===== config.mk =====
export PLATFORM = sky130hd
export DESIGN_NAME = load_unit_cache_control_flat
export DESIGN_NICKNAME = d
export VERILOG_FILES = /design/src/rtl/load_unit_cache_control_if.sv /design/src/rtl/load_unit_cache_control.sv /design/src/flat_wrapper.sv
export SDC_FILE = /design/constraint.sdc
export NUM_CORES = 1
export LEC_CHECK = 0
export ABC_AREA = 0
export BUFFER_PORTS_ARGS = -buffer_cell sky130_fd_sc_hd__buf_2
export CORE_MARGIN = 5
export CORE_UTILIZATION = 50
export DETAILED_ROUTE_END_ITERATION = 7
export PLACE_DENSITY = 0.87
export SLEW_MARGIN = 20
export SYNTH_ARGS = -nofsm -noshare
export SYNTH_HDL_FRONTEND = slang
export SYNTH_SLANG_ARGS = --single-unit

===== constraint.sdc =====
create_clock -name clk_i -period 3.5 [get_ports clk_i]
set_clock_uncertainty 0.2 [all_clocks]
set_input_delay 0.35 -clock clk_i [delete_from_list [all_inputs] [get_ports clk_i]]
set_output_delay 0.35 -clock clk_i [all_outputs]
set_load 0.01 [all_outputs]

===== src/rtl/load_unit_cache_control_if.sv =====
// Signal bundle between the read-side cache controller and its
// load unit, cache arrays, eviction path and memory port.
interface load_unit_cache_control_if;
  logic        load_req_i;
  logic [31:0] load_address_i;
  logic [1:0]  load_width_i;
  logic        load_signed_i;
  logic [31:0] load_data_o;
  logic        load_valid_o;
  logic        idle_o;
  logic        cache_hit_i;
  logic        cache_dirty_i;
  logic [31:0] cache_data_i;
  logic        cache_read_o;
  logic        cache_write_o;
  logic [31:0] cache_address_o;
  logic [31:0] cache_data_o;
  logic        cache_valid_o;
  logic        cache_dirty_o;
  logic [3:0]  cache_enable_o;
  logic        evict_req_o;
  logic [31:0] evict_address_o;
  logic        evict_done_i;
  logic        mem_req_o;
  logic [31:0] mem_address_o;
  logic [31:0] mem_data_i;
  logic        mem_data_valid_i;

  modport slave (
    input  load_req_i, load_address_i,
    input  load_width_i, load_signed_i,
    output load_data_o, load_valid_o, idle_o,
    input  cache_hit_i, cache_dirty_i,
    input  cache_data_i,
    output cache_read_o, cache_write_o,
    output cache_address_o, cache_data_o,
    output cache_valid_o, cache_dirty_o,
    output cache_enable_o,
    output evict_req_o, evict_address_o,
    input  evict_done_i,
    output mem_req_o, mem_address_o,
    input  mem_data_i, mem_data_valid_i
  );

  modport master (
    output load_req_i, load_address_i,
    output load_width_i, load_signed_i,
    input  load_data_o, load_valid_o, idle_o,
    output cache_hit_i, cache_dirty_i,
    output cache_data_i,
    input  cache_read_o, cache_write_o,
    input  cache_address_o, cache_data_o,
    input  cache_valid_o, cache_dirty_o,
    input  cache_enable_o,
    input  evict_req_o, evict_address_o,
    output evict_done_i,
    input  mem_req_o, mem_address_o,
    output mem_data_i, mem_data_valid_i
  );
endinterface


===== src/rtl/load_unit_cache_control.sv =====
// Read-side data-cache controller: tag compare, victim hand-off,
// word-by-word block refill and aligned/extended load return.
module load_unit_cache_control #(
  parameter int PORT_WIDTH  = 32,
  parameter int BLOCK_WORDS = 4,
  parameter int INDEX_BITS  = 8
) (
  input logic clk_i,
  input logic rst_n_i,
  load_unit_cache_control_if.slave bus
);
  localparam int OFS      = $clog2(BLOCK_WORDS);
  localparam int TLO      = OFS + 2 + INDEX_BITS;
  localparam int TAG_BITS = 32 - TLO;

  typedef enum logic [2:0] {
    S_IDLE,
    S_COMPARE_TAG,
    S_EVICT_WAIT,
    S_MEM_REQUEST,
    S_ALLOCATE,
    S_RESPOND
  } state_t;

  state_t                r_state;
  state_t                w_next;
  logic [31:0]           r_addr;
  logic [1:0]            r_width;
  logic                  r_signed;
  logic [OFS-1:0]        r_cnt;
  logic [PORT_WIDTH-1:0] r_word;
  logic                  w_accept;
  logic                  w_beat;

  function automatic logic [31:0] align(
    input logic [31:0] w,
    input logic [1:0]  sel,
    input logic [1:0]  width,
    input logic        sgn
  );
    logic [7:0]  b;
    logic [15:0] h;
    b = w[{sel, 3'b000} +: 8];
    h = sel[1] ? w[31:16] : w[15:0];
    case (width)
      2'b00:   align = {{24{sgn & b[7]}}, b};
      2'b01:   align = {{16{sgn & h[15]}}, h};
      default: align = w;
    endcase
  endfunction

  always_ff @(posedge clk_i or negedge rst_n_i) begin
    if (!rst_n_i) begin
      r_state  <= S_IDLE;
      r_addr   <= '0;
      r_width  <= '0;
      r_signed <= 1'b0;
      r_cnt    <= '0;
      r_word   <= '0;
    end else begin
      r_state <= w_next;
      if (w_accept) begin
        r_addr   <= bus.load_address_i;
        r_width  <= bus.load_width_i;
        r_signed <= bus.load_signed_i;
      end
      if (r_state == S_MEM_REQUEST) begin
        r_cnt <= '0;
      end else if (w_beat) begin
        r_cnt <= r_cnt + 1'b1;
        if (r_cnt == r_addr[OFS+1:2])
          r_word <= bus.mem_data_i;
      end
    end
  end

  always_comb begin
    w_next              = r_state;
    w_accept            = 1'b0;
    w_beat              = 1'b0;
    bus.idle_o          = (r_state == S_IDLE);
    bus.load_data_o     = '0;
    bus.load_valid_o    = 1'b0;
    bus.cache_read_o    = 1'b0;
    bus.cache_write_o   = 1'b0;
    bus.cache_address_o = '0;
    bus.cache_data_o    = '0;
    bus.cache_valid_o   = 1'b0;
    bus.cache_dirty_o   = 1'b0;
    bus.cache_enable_o  = 4'b0000;
    bus.evict_req_o     = 1'b0;
    bus.evict_address_o = '0;
    bus.mem_req_o       = 1'b0;
    bus.mem_address_o   = '0;
    unique case (r_state)
      S_IDLE: begin
        if (bus.load_req_i) begin
          w_accept            = 1'b1;
          bus.cache_read_o    = 1'b1;
          bus.cache_enable_o  = 4'b1111;
          bus.cache_address_o = {{TAG_BITS{1'b0}},
                                 bus.load_address_i[TLO-1:2],
                                 2'b00};
          w_next              = S_COMPARE_TAG;
        end
      end
      S_COMPARE_TAG: begin
        bus.cache_address_o = {r_addr[31:2], 2'b00};
        if (bus.cache_hit_i) begin
          bus.load_valid_o = 1'b1;
          bus.load_data_o  = align(bus.cache_data_i, r_addr[1:0],
                                   r_width, r_signed);
          w_next           = S_IDLE;
        end else if (bus.cache_dirty_i) begin
          w_next = S_EVICT_WAIT;
        end else begin
          w_next = S_MEM_REQUEST;
        end
      end
      S_EVICT_WAIT: begin
        // eviction unit supplies the victim tag from its own read
        bus.evict_req_o     = 1'b1;
        bus.evict_address_o = {{TAG_BITS{1'b0}},
                               r_addr[TLO-1:OFS+2],
                               {(OFS+2){1'b0}}};
        if (bus.evict_done_i)
          w_next = S_MEM_REQUEST;
      end
      S_MEM_REQUEST: begin
        bus.mem_req_o     = 1'b1;
        bus.mem_address_o = {r_addr[31:OFS+2], {(OFS+2){1'b0}}};
        w_next            = S_ALLOCATE;
      end
      S_ALLOCATE: begin
        if (bus.mem_data_valid_i) begin
          w_beat              = 1'b1;
          bus.cache_write_o   = 1'b1;
          bus.cache_enable_o  = 4'b0001;
          bus.cache_data_o    = bus.mem_data_i;
          bus.cache_address_o = {r_addr[31:OFS+2], r_cnt, 2'b00};
          // tag/valid only land with the last word, so an aborted
          // fill never leaves a valid partial block
          if (r_cnt == OFS'(BLOCK_WORDS - 1)) begin
            bus.cache_enable_o = 4'b1111;
            bus.cache_valid_o  = 1'b1;
            w_next             = S_RESPOND;
          end
        end
      end
      S_RESPOND: begin
        bus.load_valid_o = 1'b1;
        bus.load_data_o  = align(r_word, r_addr[1:0],
                                 r_width, r_signed);
        w_next           = S_IDLE;
      end
      default: w_next = S_IDLE;
    endcase
  end
endmodule


===== src/flat_wrapper.sv =====
// flat-port wrapper written by rule: the top's interface ports become plain ports
module load_unit_cache_control_flat 
#(
  parameter int PORT_WIDTH  = 32,
  parameter int BLOCK_WORDS = 4,
  parameter int INDEX_BITS  = 8
)
  (clk_i, rst_n_i, bus_load_req_i, bus_load_address_i, bus_load_width_i, bus_load_signed_i, bus_load_data_o, bus_load_valid_o, bus_idle_o, bus_cache_hit_i, bus_cache_dirty_i, bus_cache_data_i, bus_cache_read_o, bus_cache_write_o, bus_cache_address_o, bus_cache_data_o, bus_cache_valid_o, bus_cache_dirty_o, bus_cache_enable_o, bus_evict_req_o, bus_evict_address_o, bus_evict_done_i, bus_mem_req_o, bus_mem_address_o, bus_mem_data_i, bus_mem_data_valid_i);
  load_unit_cache_control_if bus_i ();
  input logic clk_i;
  input logic rst_n_i;
  input wire logic [$bits(bus_i.load_req_i)-1:0] bus_load_req_i;
  input wire logic [$bits(bus_i.load_address_i)-1:0] bus_load_address_i;
  input wire logic [$bits(bus_i.load_width_i)-1:0] bus_load_width_i;
  input wire logic [$bits(bus_i.load_signed_i)-1:0] bus_load_signed_i;
  output wire logic [$bits(bus_i.load_data_o)-1:0] bus_load_data_o;
  output wire logic [$bits(bus_i.load_valid_o)-1:0] bus_load_valid_o;
  output wire logic [$bits(bus_i.idle_o)-1:0] bus_idle_o;
  input wire logic [$bits(bus_i.cache_hit_i)-1:0] bus_cache_hit_i;
  input wire logic [$bits(bus_i.cache_dirty_i)-1:0] bus_cache_dirty_i;
  input wire logic [$bits(bus_i.cache_data_i)-1:0] bus_cache_data_i;
  output wire logic [$bits(bus_i.cache_read_o)-1:0] bus_cache_read_o;
  output wire logic [$bits(bus_i.cache_write_o)-1:0] bus_cache_write_o;
  output wire logic [$bits(bus_i.cache_address_o)-1:0] bus_cache_address_o;
  output wire logic [$bits(bus_i.cache_data_o)-1:0] bus_cache_data_o;
  output wire logic [$bits(bus_i.cache_valid_o)-1:0] bus_cache_valid_o;
  output wire logic [$bits(bus_i.cache_dirty_o)-1:0] bus_cache_dirty_o;
  output wire logic [$bits(bus_i.cache_enable_o)-1:0] bus_cache_enable_o;
  output wire logic [$bits(bus_i.evict_req_o)-1:0] bus_evict_req_o;
  output wire logic [$bits(bus_i.evict_address_o)-1:0] bus_evict_address_o;
  input wire logic [$bits(bus_i.evict_done_i)-1:0] bus_evict_done_i;
  output wire logic [$bits(bus_i.mem_req_o)-1:0] bus_mem_req_o;
  output wire logic [$bits(bus_i.mem_address_o)-1:0] bus_mem_address_o;
  input wire logic [$bits(bus_i.mem_data_i)-1:0] bus_mem_data_i;
  input wire logic [$bits(bus_i.mem_data_valid_i)-1:0] bus_mem_data_valid_i;
  assign bus_i.load_req_i = bus_load_req_i;
  assign bus_i.load_address_i = bus_load_address_i;
  assign bus_i.load_width_i = bus_load_width_i;
  assign bus_i.load_signed_i = bus_load_signed_i;
  assign bus_load_data_o = bus_i.load_data_o;
  assign bus_load_valid_o = bus_i.load_valid_o;
  assign bus_idle_o = bus_i.idle_o;
  assign bus_i.cache_hit_i = bus_cache_hit_i;
  assign bus_i.cache_dirty_i = bus_cache_dirty_i;
  assign bus_i.cache_data_i = bus_cache_data_i;
  assign bus_cache_read_o = bus_i.cache_read_o;
  assign bus_cache_write_o = bus_i.cache_write_o;
  assign bus_cache_address_o = bus_i.cache_address_o;
  assign bus_cache_data_o = bus_i.cache_data_o;
  assign bus_cache_valid_o = bus_i.cache_valid_o;
  assign bus_cache_dirty_o = bus_i.cache_dirty_o;
  assign bus_cache_enable_o = bus_i.cache_enable_o;
  assign bus_evict_req_o = bus_i.evict_req_o;
  assign bus_evict_address_o = bus_i.evict_address_o;
  assign bus_i.evict_done_i = bus_evict_done_i;
  assign bus_mem_req_o = bus_i.mem_req_o;
  assign bus_mem_address_o = bus_i.mem_address_o;
  assign bus_i.mem_data_i = bus_mem_data_i;
  assign bus_i.mem_data_valid_i = bus_mem_data_valid_i;
  load_unit_cache_control #(.PORT_WIDTH(PORT_WIDTH), .BLOCK_WORDS(BLOCK_WORDS), .INDEX_BITS(INDEX_BITS)) u_core (.clk_i(clk_i), .rst_n_i(rst_n_i), .bus(bus_i));
endmodule

After elaboration in Yosys (flattened, before gate mapping) --
Index checks and enable logic that the tools add are counted.
Storage, ports and cells: flip-flop bits (word level) 72, input bits 106, output and inout port bits 172
Cells by class: add/subtract/negate cells 1, eq/ne operators 12, shift operators 2, multiplexer cells 37, bitwise logic cells 5, reductions and logical operators 5
Operators by type and width (count):
- 32-bit case mux with 2 select lines | 3
- 32-bit two-way mux | 5
- 32-bit case mux with 3 select lines | 1
- 32-bit by 6-bit variable part select with 8-bit output | 2
- 16-bit two-way mux | 2
- 12-bit two-way mux | 2
- 3-bit two-way mux | 5
- 3-bit case mux with 5 select lines | 1
- 4-bit two-way mux | 3
- 1-bit two-way mux | 11
- 4-bit case mux with 2 select lines | 1
- 3-bit by 2-bit == test with 1-bit output, second input constant | 2
- 3-bit == test, second input constant | 2
- 2-bit != test, second input constant | 3
- 1-bit bitwise AND | 4
- 2-bit two-way mux | 2
- 4-bit AND reduction | 1
- 3-bit by 1-bit == test with 1-bit output, second input constant | 1
- 3-bit zero test | 1
- 3-bit AND reduction | 1
- 2-bit by 1-bit adder with 2-bit output, second input constant | 1
- 2-bit by 1-bit == test with 1-bit output, second input constant | 1
- 2-bit == test | 1
- 2-bit == test, second input constant | 1
- other kinds (5) | 5

Longest topological paths before layout --
depth in word-level cells 5, mapped depth 8

Worst setup path after synthesis --
No wires, ideal clock.
kind flip-flop to output port, start register u_core.r_state[1], end output bus_cache_enable_o[2], arrival time 1.640 ns, path slack 1.310 ns, stages on the path, launching flop included 8, buffers on the path 3, cells stage by stage dfrtp_1 buf_2 nor3_1 nand2_1 inv_1 buf_2 or2_2 buf_4
On the way: longest elaborated chain between the ends 2, elaborated cells on any way between the ends 3, those cells by class eq/ne (1); mux (1); reduce/logical (1)
RTL lines:
- start, declared | RTL line load_unit_cache_control.sv:25 | state_t r_state;
- start signal, assigned | RTL line load_unit_cache_control.sv:61 | r_state <= w_next;
- 3-bit zero test
- named net bus_idle_o | RTL line flat_wrapper.sv:18 | output wire logic [$bits(bus_i.idle_o)-1:0] bus_idle_o;
- 4-bit case mux with 2 select lines | RTL line load_unit_cache_control.sv:95 | unique case (r_state)
- end, declared | RTL line flat_wrapper.sv:28 | output wire logic [$bits(bus_i.cache_enable_o)-1:0] bus_cache_enable_o;
The timed path passes the listed nets, and every way through them passes these cells.

Worst setup path after layout --
start register u_core.r_state[2], end output bus_load_data_o[19]
On the way: longest elaborated chain between the ends 2, elaborated cells on any way between the ends 3, those cells by class eq/ne (2); mux (1)
RTL lines:
- 3-bit == test / 3-bit by 1-bit == test with 1-bit output (equally long branches) | RTL line load_unit_cache_control.sv:95
- 32-bit case mux with 2 select lines (*) | RTL line load_unit_cache_control.sv:95
- end, declared | RTL line flat_wrapper.sv:16 | output wire logic [$bits(bus_i.load_data_o)-1:0] bus_load_data_o;
Every way passes the cells marked *; elsewhere a longest branch is shown, timed or not.

==> metrics.yaml <==
crit_required_ns: 2.95
synth_flop_cell: "dfrtp_1"
crit_path_start_kind: "flop"
hold_viol: 0
critPathKind: "reg2out"
drt_pass1_iterations: 8
relSlewSlack_pct: 39.3
min_period_over_period_pct: 92.1
clk_latency_ns: 0.36
die_w_um: 114
place_hpwl_mm: 13.5
grt_overflow: 0
synth.distinct_cells: 59
syn2layout_area_growth_pct: 30.1
postCtsSetupBuffers: 0
leakagePower_nw: 3.86
clockPowerShare_pct: 13.4
yosys_warnings: 0
rsz0062_at_grt: "no"
whs_ns: 0.0119
drt-initial-drc-count: 528
crit_path_top_delay_cell: "and2_1"
die_y_um: 114
grt_pass1_wl_mm: 28.5
startpoint: "u_core.r_state[2]"
drc_errors: 0
final_nets: 1003
root_buffer: "clkbuf_8"
fin_area_um2: 7090
grt_usage_pct: 27.2
power_switching_mw: 2.49
path_clk_slew_ns: 0.10
num_vias: 5723
initial_core_util_pct: 50.7
synth_top_area_cell: "dfrtp_1"
cp_num_buf_inv: 1
syn_area_um2: 5450
portBuffers: 246
wirelength_mm: 18.5
final_common_cell: "buf_2"
p_int_mw: 2.83
tightest_slew_ns: 0.911
synth.avg_cell_area_um2: 8.40
final_cell_mix: "245 x buf_2, 133 x nand2_1, 92 x and2_1"
vdd_drop_max_uv: 462
crit_chain: "nor3b_2 -> and2_1 -> a41oi_4 -> o21ai_0 -> buf_2"
drv_slew: 0
antenna_cells: 0
gp_routability_congestion: 0.978
hp-class: "in2reg"
outcome: "finished, final reports clean"
fin_crit_ns: 3.22
fp.dieArea_um2: 13100
min_from: "bus_load_address_i[7]"
cp_top_family: "simple AND/OR/NAND/NOR gates"
fin_util_pct: 66.0
coreArea_um2: 10700
setup-tns-final_ns: 0
yosysSeqAreaShare_pct: 33.0
ant_nets: 0
grt_antenna_before_repair: 1
synth_edf_count: 0
place_area_um2: 6590
synth.ff_latch_count: 72
cp-end-kind: "primary output"
grt_pass1_vias: 5508
power_frac_seq_pct: 30.5
cts_tree: "built"
cts_buffer_depth: 2
crit_fanout: 16
yosysTopAreaCellShare_pct: 33.0
netSwitchingFraction_pct: 46.8
max_cap_violations: 0
worstPathArrival_ns: 2.67
ys_top_cells_by_area: "dfrtp_1 33%, and2_1 11%, nand2_1 9.2%, mux2_2 8.1%, buf_4 5.4%"
setup_viol: 0
fmax_mhz: 310
h-tree-depth: 3
cts_sinks: 72
pwr-share-comb_pct: 56.0
netlist_instances: 649
timing.rr.start: "u_core.r_state[2]"
via_per_inst: 5.50
grt_max_degree: 73
placementRows: 38
drive_above_1_share_pct: 36.6
async_reset_ff_share_pct: 100
powerDensity_nw_per_um2: 750
wire_per_inst_um: 17.8
slowest_delay_ns: 0.58
ioPinCount: 278
cts_buffers: 9
## cells by family (layout without fill, tap and decap cells)
| group | count (synthesis) | in the layout | share of synthesized area [%] |
|---|---|---|---|
| and+or+nand+nor | 292 | 292 | 28.1 |
| DFF | 72 | 72 | 33.0 |
| buffers and inverters | 90 | 312 | 9.61 |
| other | 1 | 31 | 0.0688 |
| adders and majority gates | 1 | 1 | 0.229 |
| muxes | 55 | 55 | 11.6 |
| AOI/OAI and AO/OA | 135 | 135 | 16.8 |
| xor gates and xnor gates | 3 | 3 | 0.482 |
## cell type report
cell class / instances / area [µm²]
Tap cell: 140 / 175
Clock inverter: 6 / 72.6
Multi-Input combinational cell: 517 / 3240
Inverter: 8 / 30.0
Clock buffer: 10 / 138
Sequential cell: 72 / 1800
Timing Repair Buffer: 288 / 1630
Fill cell: 895 / 3650
## power groups by stage
stage / Combinational (mW) / Clock (mW) / Sequential [mW]
6_report: 2.98 / 0.715 / 1.62
2_1_floorplan: 2.18 / 0 / 1.43
4_1_cts: 2.96 / 0.726 / 1.61
3_3_place_gp: 2.89 / 0 / 1.60
3_5_place_dp: 2.93 / 0 / 1.62
5_1_grt: 3.29 / 0.765 / 1.67
## metrics by stage
stage,worst slack (ns),std cells,power [mW]
6_report,0.277,1041,5.32
5_1_grt,0.0204,1041,5.72
4_1_cts,0.246,1041,5.30
3_5_place_dp,0.660,996,4.55
3_3_place_gp,0.729,996,4.50
2_1_floorplan,1.31,679,3.60
## flip-flops by register name (all words and copies together), names as in the netlist
signal / flops
u_core.r_addr: 32
u_core.r_word: 32
u_core.r_state: 3
u_core.r_cnt: 2
u_core.r_width: 2
u_core.r_signed: 1
## worst register-to-register path: stages (launching register included)
cell	delay (ns)
dfrtp_1	0.65
nand3_2	0.22
nor3_4	0.21
buf_4	0.40
mux2_2	0.41
## layer usage
metal / GRT usage, % / routed length (µm) / up-vias
li1: - / - / 2659
met1: 32.9 / 6810 / 2671
met2: 46.0 / 9050 / 336
met5: 0 / 7 / -
met3: 7.98 / 1980 / 55
met4: 9.74 / 628 / 2
## repair_timing
item	CTS	global route
hold buffers	29	0
resized for setup	0	0
hold endpoints to repair	100	0
setup endpoints to repair	0	0
## cells in the mapped netlist, types with 2 or more instances
cell       instances
nand3_1            3
o21ai_1           14
nor2_1             5
buf_4             39
a22oi_1           18
a221o_1            6
dfrtp_1           72
buf_6              3
mux2i_1           12
xor2_1             2
a21oi_2            2
a21oi_1           13
nand2_1          133
a21boi_1           7
a21o_1             2
a221oi_1           4
o211ai_1           2
clkbuf_1          23
o21ai_0           37
and2_1            92
a211o_1            4
a222oi_1           6
buf_2             14
a31oi_1            5
inv_1              7
buf_1              3
nor3b_2            2
and3b_1            4
or3_1             11
mux2_2            39
nor2b_1           11
o2bb2ai_1          7
o22ai_1            4
nand2b_1          18
## final timing paths
kind	slack, ns	cells after the start	endpoint
setup / recovery	0.28	5	bus_load_data_o[19]
hold / removal	0.01	3	u_core.r_addr[7]
setup reg to reg	1.28	4	u_core.r_word[10]
hold reg to reg	0.29	2	u_core.r_addr[29]
max in group asynchronous	2.00	2	u_core.r_addr[0]
min in group asynchronous	0.49	2	u_core.r_word[6]
(Power assumes the default switching activity.)
